<file path="src/rtl/sti_so_receiver.sv">
`timescale 1ns/1ps
// Serial sink for the STI_DAC so_data/so_valid stream: deserializes each burst,
// checks for an 8/16/24/32-bit length and queues {len,data} in a show-ahead FIFO.
module sti_so_receiver #(
    parameter int FIFO_DEPTH = 4,
    parameter int MAX_BITS   = 32
) (
    input  logic                               clk,
    input  logic                               reset,
    input  logic                               so_data,
    input  logic                               so_valid,
    input  logic                               rx_rd,
    input  logic                               err_clr,
    output logic [31:0]                        rx_data,
    output logic [1:0]                         rx_len,
    output logic                               rx_empty,
    output logic                               rx_full,
    output logic [$clog2(FIFO_DEPTH+1)-1:0]    rx_count,
    output logic                               err_len,
    output logic                               err_ovf
);

    localparam int AW = $clog2(FIFO_DEPTH);
    localparam int CW = $clog2(FIFO_DEPTH + 1);
    localparam logic [CW-1:0] FULL_CNT = CW'(FIFO_DEPTH);
    localparam logic [5:0]    MAX_CNT  = 6'(MAX_BITS);

    typedef enum logic [1:0] {IDLE, SHIFT, DISCARD} state_t;

    state_t        state_q;
    logic [31:0]   sreg_q;
    logic [5:0]    bitcnt_q;
    logic [31:0]   mem_data_q [FIFO_DEPTH];
    logic [1:0]    mem_len_q  [FIFO_DEPTH];
    logic [AW-1:0] wr_ptr_q, rd_ptr_q;
    logic [CW-1:0] count_q;
    logic          err_len_q, err_ovf_q;

    logic       eob, len_ok, push, pop, ovf_evt, len_evt;
    logic [1:0] len_code;

    // End of burst is the first low so_valid seen while shifting.
    assign eob      = (state_q == SHIFT) && !so_valid;
    assign len_ok   = (bitcnt_q[2:0] == 3'd0) && (bitcnt_q != 6'd0) && (bitcnt_q <= MAX_CNT);
    assign len_code = 2'(bitcnt_q[5:3] - 3'd1);
    assign pop      = rx_rd && (count_q != '0);
    assign push     = eob && len_ok && ((count_q != FULL_CNT) || rx_rd);
    assign ovf_evt  = eob && len_ok && !push;
    assign len_evt  = (eob && !len_ok) ||
                      ((state_q == SHIFT) && so_valid && (bitcnt_q == MAX_CNT));

    always_ff @(posedge clk or negedge reset) begin
        if (!reset) begin
            state_q  <= IDLE;
            sreg_q   <= '0;
            bitcnt_q <= '0;
        end else begin
            case (state_q)
                IDLE: begin
                    if (so_valid) begin
                        sreg_q   <= {31'b0, so_data};
                        bitcnt_q <= 6'd1;
                        state_q  <= SHIFT;
                    end
                end
                SHIFT: begin
                    if (!so_valid) begin
                        state_q <= IDLE;
                    end else if (bitcnt_q == MAX_CNT) begin
                        state_q <= DISCARD;
                    end else begin
                        sreg_q   <= {sreg_q[30:0], so_data};
                        bitcnt_q <= bitcnt_q + 6'd1;
                    end
                end
                DISCARD: begin
                    if (!so_valid) state_q <= IDLE;
                end
                default: state_q <= IDLE;
            endcase
        end
    end

    always_ff @(posedge clk or negedge reset) begin
        if (!reset) begin
            wr_ptr_q  <= '0;
            rd_ptr_q  <= '0;
            count_q   <= '0;
            err_len_q <= 1'b0;
            err_ovf_q <= 1'b0;
        end else begin
            if (push) wr_ptr_q <= wr_ptr_q + AW'(1);
            if (pop)  rd_ptr_q <= rd_ptr_q + AW'(1);
            case ({push, pop})
                2'b10:   count_q <= count_q + CW'(1);
                2'b01:   count_q <= count_q - CW'(1);
                default: count_q <= count_q;
            endcase
            // A set in the same cycle as err_clr takes priority.
            err_len_q <= len_evt | (err_len_q & ~err_clr);
            err_ovf_q <= ovf_evt | (err_ovf_q & ~err_clr);
        end
    end

    always_ff @(posedge clk) begin
        if (push) begin
            mem_data_q[wr_ptr_q] <= sreg_q;
            mem_len_q[wr_ptr_q]  <= len_code;
        end
    end

    assign rx_empty = (count_q == '0);
    assign rx_full  = (count_q == FULL_CNT);
    assign rx_count = count_q;
    assign rx_data  = rx_empty ? 32'd0 : mem_data_q[rd_ptr_q];
    assign rx_len   = rx_empty ? 2'd0  : mem_len_q[rd_ptr_q];
    assign err_len  = err_len_q;
    assign err_ovf  = err_ovf_q;

endmodule

</file>
<file path="config.mk">
export PLATFORM = sky130hd
export DESIGN_NAME = sti_so_receiver
export DESIGN_NICKNAME = d
export VERILOG_FILES = /design/src/rtl/sti_so_receiver.sv
export SDC_FILE = /design/constraint.sdc
export NUM_CORES = 1
export LEC_CHECK = 0
export ABC_AREA = 1
export CAP_MARGIN = 15
export CORE_MARGIN = 2
export CORE_UTILIZATION = 30
export CTS_CLUSTER_SIZE = 30
export DETAILED_ROUTE_END_ITERATION = 16
export GPL_ROUTABILITY_DRIVEN = 1
export PLACE_DENSITY = 0.5
export SLEW_MARGIN = 10
export SYNTH_ARGS = -nofsm -noshare
export SYNTH_HDL_FRONTEND = slang
export SYNTH_SLANG_ARGS = --single-unit
</file>
<file path="constraint.sdc">
create_clock -name clk -period 3.5 [get_ports clk]
set_input_delay 0.7 -clock clk [delete_from_list [all_inputs] [get_ports clk]]
set_output_delay 0.7 -clock clk [all_outputs]
set_load 0.02 [all_outputs]
</file>
==> results.py <==
metrics = {
    "sta": {
        "clock_skew_ps": 7.536,
        "tns_ps": 0,
        "tightest_slew_ps": 641.2,
        "period_share_pct": 90.63,
        "timing.fmax_mhz": 315.3,
        "slew_violations": 0,
        "timing.slew.headroom_pct": 57.21,
        "setup_viol": 0,
        "hold_viol": 0,
        "min_period_ps": 3172,
        "rsz0062_at_grt": "false",
        "hold_slack_ps": 212.4,
    },
    "worst_setup_path": {
        "reg2reg_to": "rx_count[1]",
        "r2r-start": "bitcnt_q[0]",
        "reg2reg_depth": 9,
        "end_kind": "output port",
        "rrSetupSlack_ps": 1060,
        "worst_ep_arrival_time_ps": 2470,
        "path_max_fanout": 12,
        "path_class": "flop to output port",
        "critPathLaunchType": "flop",
        "worstPathRequired_ps": 2800,
    },
    "job": {
        "maxCapViolations": 0,
    },
    "layout": {
        "num_antenna_cells": 0,
        "fin_nets": 731,
        "layout-drive-gt1-share_pct": 8.368,
        "design_area_um2": 8994,
        "fillerInstances": 2484,
        "area_growth_syn_to_layout_pct": 19.16,
    },
    "synth": {
        "ys_types": 28,
        "synth.top_cells.by_count": "148 x nor2_1, 136 x edfxtp_1, 92 x nand2_1",
        "syn_area_per_cell_um2": 11.25,
        "ys.flop_type": "edfxtp_1",
        "synth_top_area_cell": "edfxtp_1",
        "ys_seq_area_share_pct": 70.36,
        "synth_area_leaders": "edfxtp_1 54%, dfrtp_1 16%, nor2_1 7.4%",
        "synth_top_area_share_pct": 54.11,
        "yosysMostFrequentCell": "nor2_1",
        "synth_edf_count": 136,
        "synth-warning-count": 0,
        "synth_area_um2": 7547,
        "async_flop_share_pct": 26.49,
        "synthCells": 671,
        "synth_seq_cells": 185,
        "synth_fp_nets": 686,
    },
    "power_and_ir_drop": {
        "p_leak_nw": 3.305,
        "peakVddDrop_uv": 509.8,
        "p_per_area_nw_per_um2": 753.4,
    },
    "floorplan": {
        "die_h_um": 162.6,
        "initial_core_util_pct": 30.23,
        "coreArea_um2": 24960,
        "num_rows": 58,
        "dieWidth_um": 162.6,
        "die_area_um2": 26440,
        "ios": 47,
    },
    "grt": {
        "antenna_found_initial": 0,
        "grtUsageTotal_pct": 13.29,
        "grt_pass1_wl_mm": 26.67,
        "first_global_vias": 4838,
        "overflow": 0,
        "grt_max_degree": 72,
    },
    "clock_network": {
        "clock_path_buffers": 2,
        "cts_tree": "built",
        "cts-buffers-inserted": 17,
        "path_clk_slew_ps": 70,
        "clock_latency_ps": 430,
        "ctsRootBufferMaster": "clkbuf_16",
        "hold_buffers": 0,
        "cts_sinks": 185,
        "postCtsSetupBuffers": 0,
        "cts-htree-levels": 4,
        "cts_resized": 0,
    },
    "routing": {
        "drt_iter0_drc": 262,
        "drt-total-wl_mm": 16.65,
        "wl_per_cell_um": 15.73,
        "viasPerCell": 4.557,
        "ant_nets": 0,
        "vias": 4826,
        "drc": 0,
        "drtPass1Iterations": 4,
    },
    "placement": {
        "place_congestion": 0.6864,
        "dp_hpwl_mm": 9.497,
        "io_buffers": 46,
        "place_area_um2": 8441,
    },
    "min_path": {
        "hp-class": "input port to asynchronous set/reset pin",
    },
    "outcome": {
        "outcome": "complete, no violations",
    },
}
layout make-up:
cell class / count / area, um^2 / share of cell area (%)
Sequential cell: 185 / 5311 / 59.06
Multi-Input combinational cell: 423 / 1977 / 21.98
Timing Repair Buffer: 62 / 638.1 / 7.095
Clock buffer: 22 / 454.2 / 5.050
Tap cell: 330 / 412.9 / 4.591
Inverter: 27 / 101.3 / 1.127
Clock inverter: 10 / 98.84 / 1.099
power breakdown:
part	switching [mW]	leakage, nW	total (mW)	internal, mW
Combinational	1.52	1.19	2.52	0.998
Sequential	0.0745	1.87	2.45	2.38
Clock	0.802	0.253	1.80	1.00
how the worst max path moves through the flow:
stage	start	endpoint	slack, ps	depth (start not counted)
global placement	rx_rd	rx_count[2]	670	10
global route	rd_ptr_q[1]	rx_data[1]	150	6
CTS	rd_ptr_q[1]	rx_data[17]	290	6
detailed placement	so_valid	rx_count[1]	570	7
floorplan	so_valid	mem_data_q[0][0]	460	3
finish	rd_ptr_q[1]	rx_data[1]	330	6
cells by family after synthesis:
group | share of synthesized area, %
AO/OA/AOI/OAI | 8.123
flip-flops | 70.36
adder cells (fa/ha/maj) | 1.592
AND/OR/NAND/NOR | 15.62
XOR/XNOR | 0.4643
buffers and inverters | 3.846
worst max-delay path: stages (launching register included):
cell and delay (ps):
dfrtp_1 510, inv_2 200, buf_4 250, nor2_1 110, o21ai_0 80, a21oi_1 240, clkdlybuf4s50_1 660
layout by cell type, fill, tap and decap left out, types with 2 or more instances in the layout:
master and count:
dfrtp_1 48, buf_12 5, o21ai_0 72, o21ai_1 13
clkinv_4 2, edfxtp_1 136, inv_1 24, nand4_1 6
clkbuf_16 17, a21oi_1 36, nor2_2 4, nand2_1 92
nor2_4 4, buf_4 11, xor2_1 3, clkdlybuf4s50_1 45
nor2_1 144, inv_2 3, ha_1 8, clkinvlp_4 5
nand3_1 33, clkbuf_1 4
flip-flops by register name (all words and copies together) (netlist names):
| register | cells |
|---|---|
| mem_data_q | 128 |
| sreg_q | 32 |
| mem_len_q | 8 |
| bitcnt_q | 6 |
| rx_count | 3 |
| rd_ptr_q | 2 |
| state_q | 2 |
| wr_ptr_q | 2 |
| err_len | 1 |
| err_ovf | 1 |
layer usage:
layer | GRT usage [%] | vias up | wire [um]
li1 | - | 2389 | -
met1 | 18.19 | 2335 | 8007
met2 | 21.32 | 87 | 7784
met3 | 2.368 | 15 | 617
met4 | 4.747 | 0 | 245
met5 | 0 | - | 0
metrics by stage:
step | utilization, % | worst slack (ps) | power, mW | instances
2_1_floorplan | - | 460.2 | 3.945 | 671
3_3_place_gp | 33.81 | 667.0 | 5.085 | 1027
3_5_place_dp | 33.81 | 569.7 | 5.077 | 1027
4_1_cts | 36.03 | 291.7 | 6.886 | 1059
5_1_grt | 36.03 | 150.7 | 7.160 | 1059
6_report | 36.03 | 327.9 | 6.776 | 1059
Note: power is estimated with default switching activity, not from simulation.
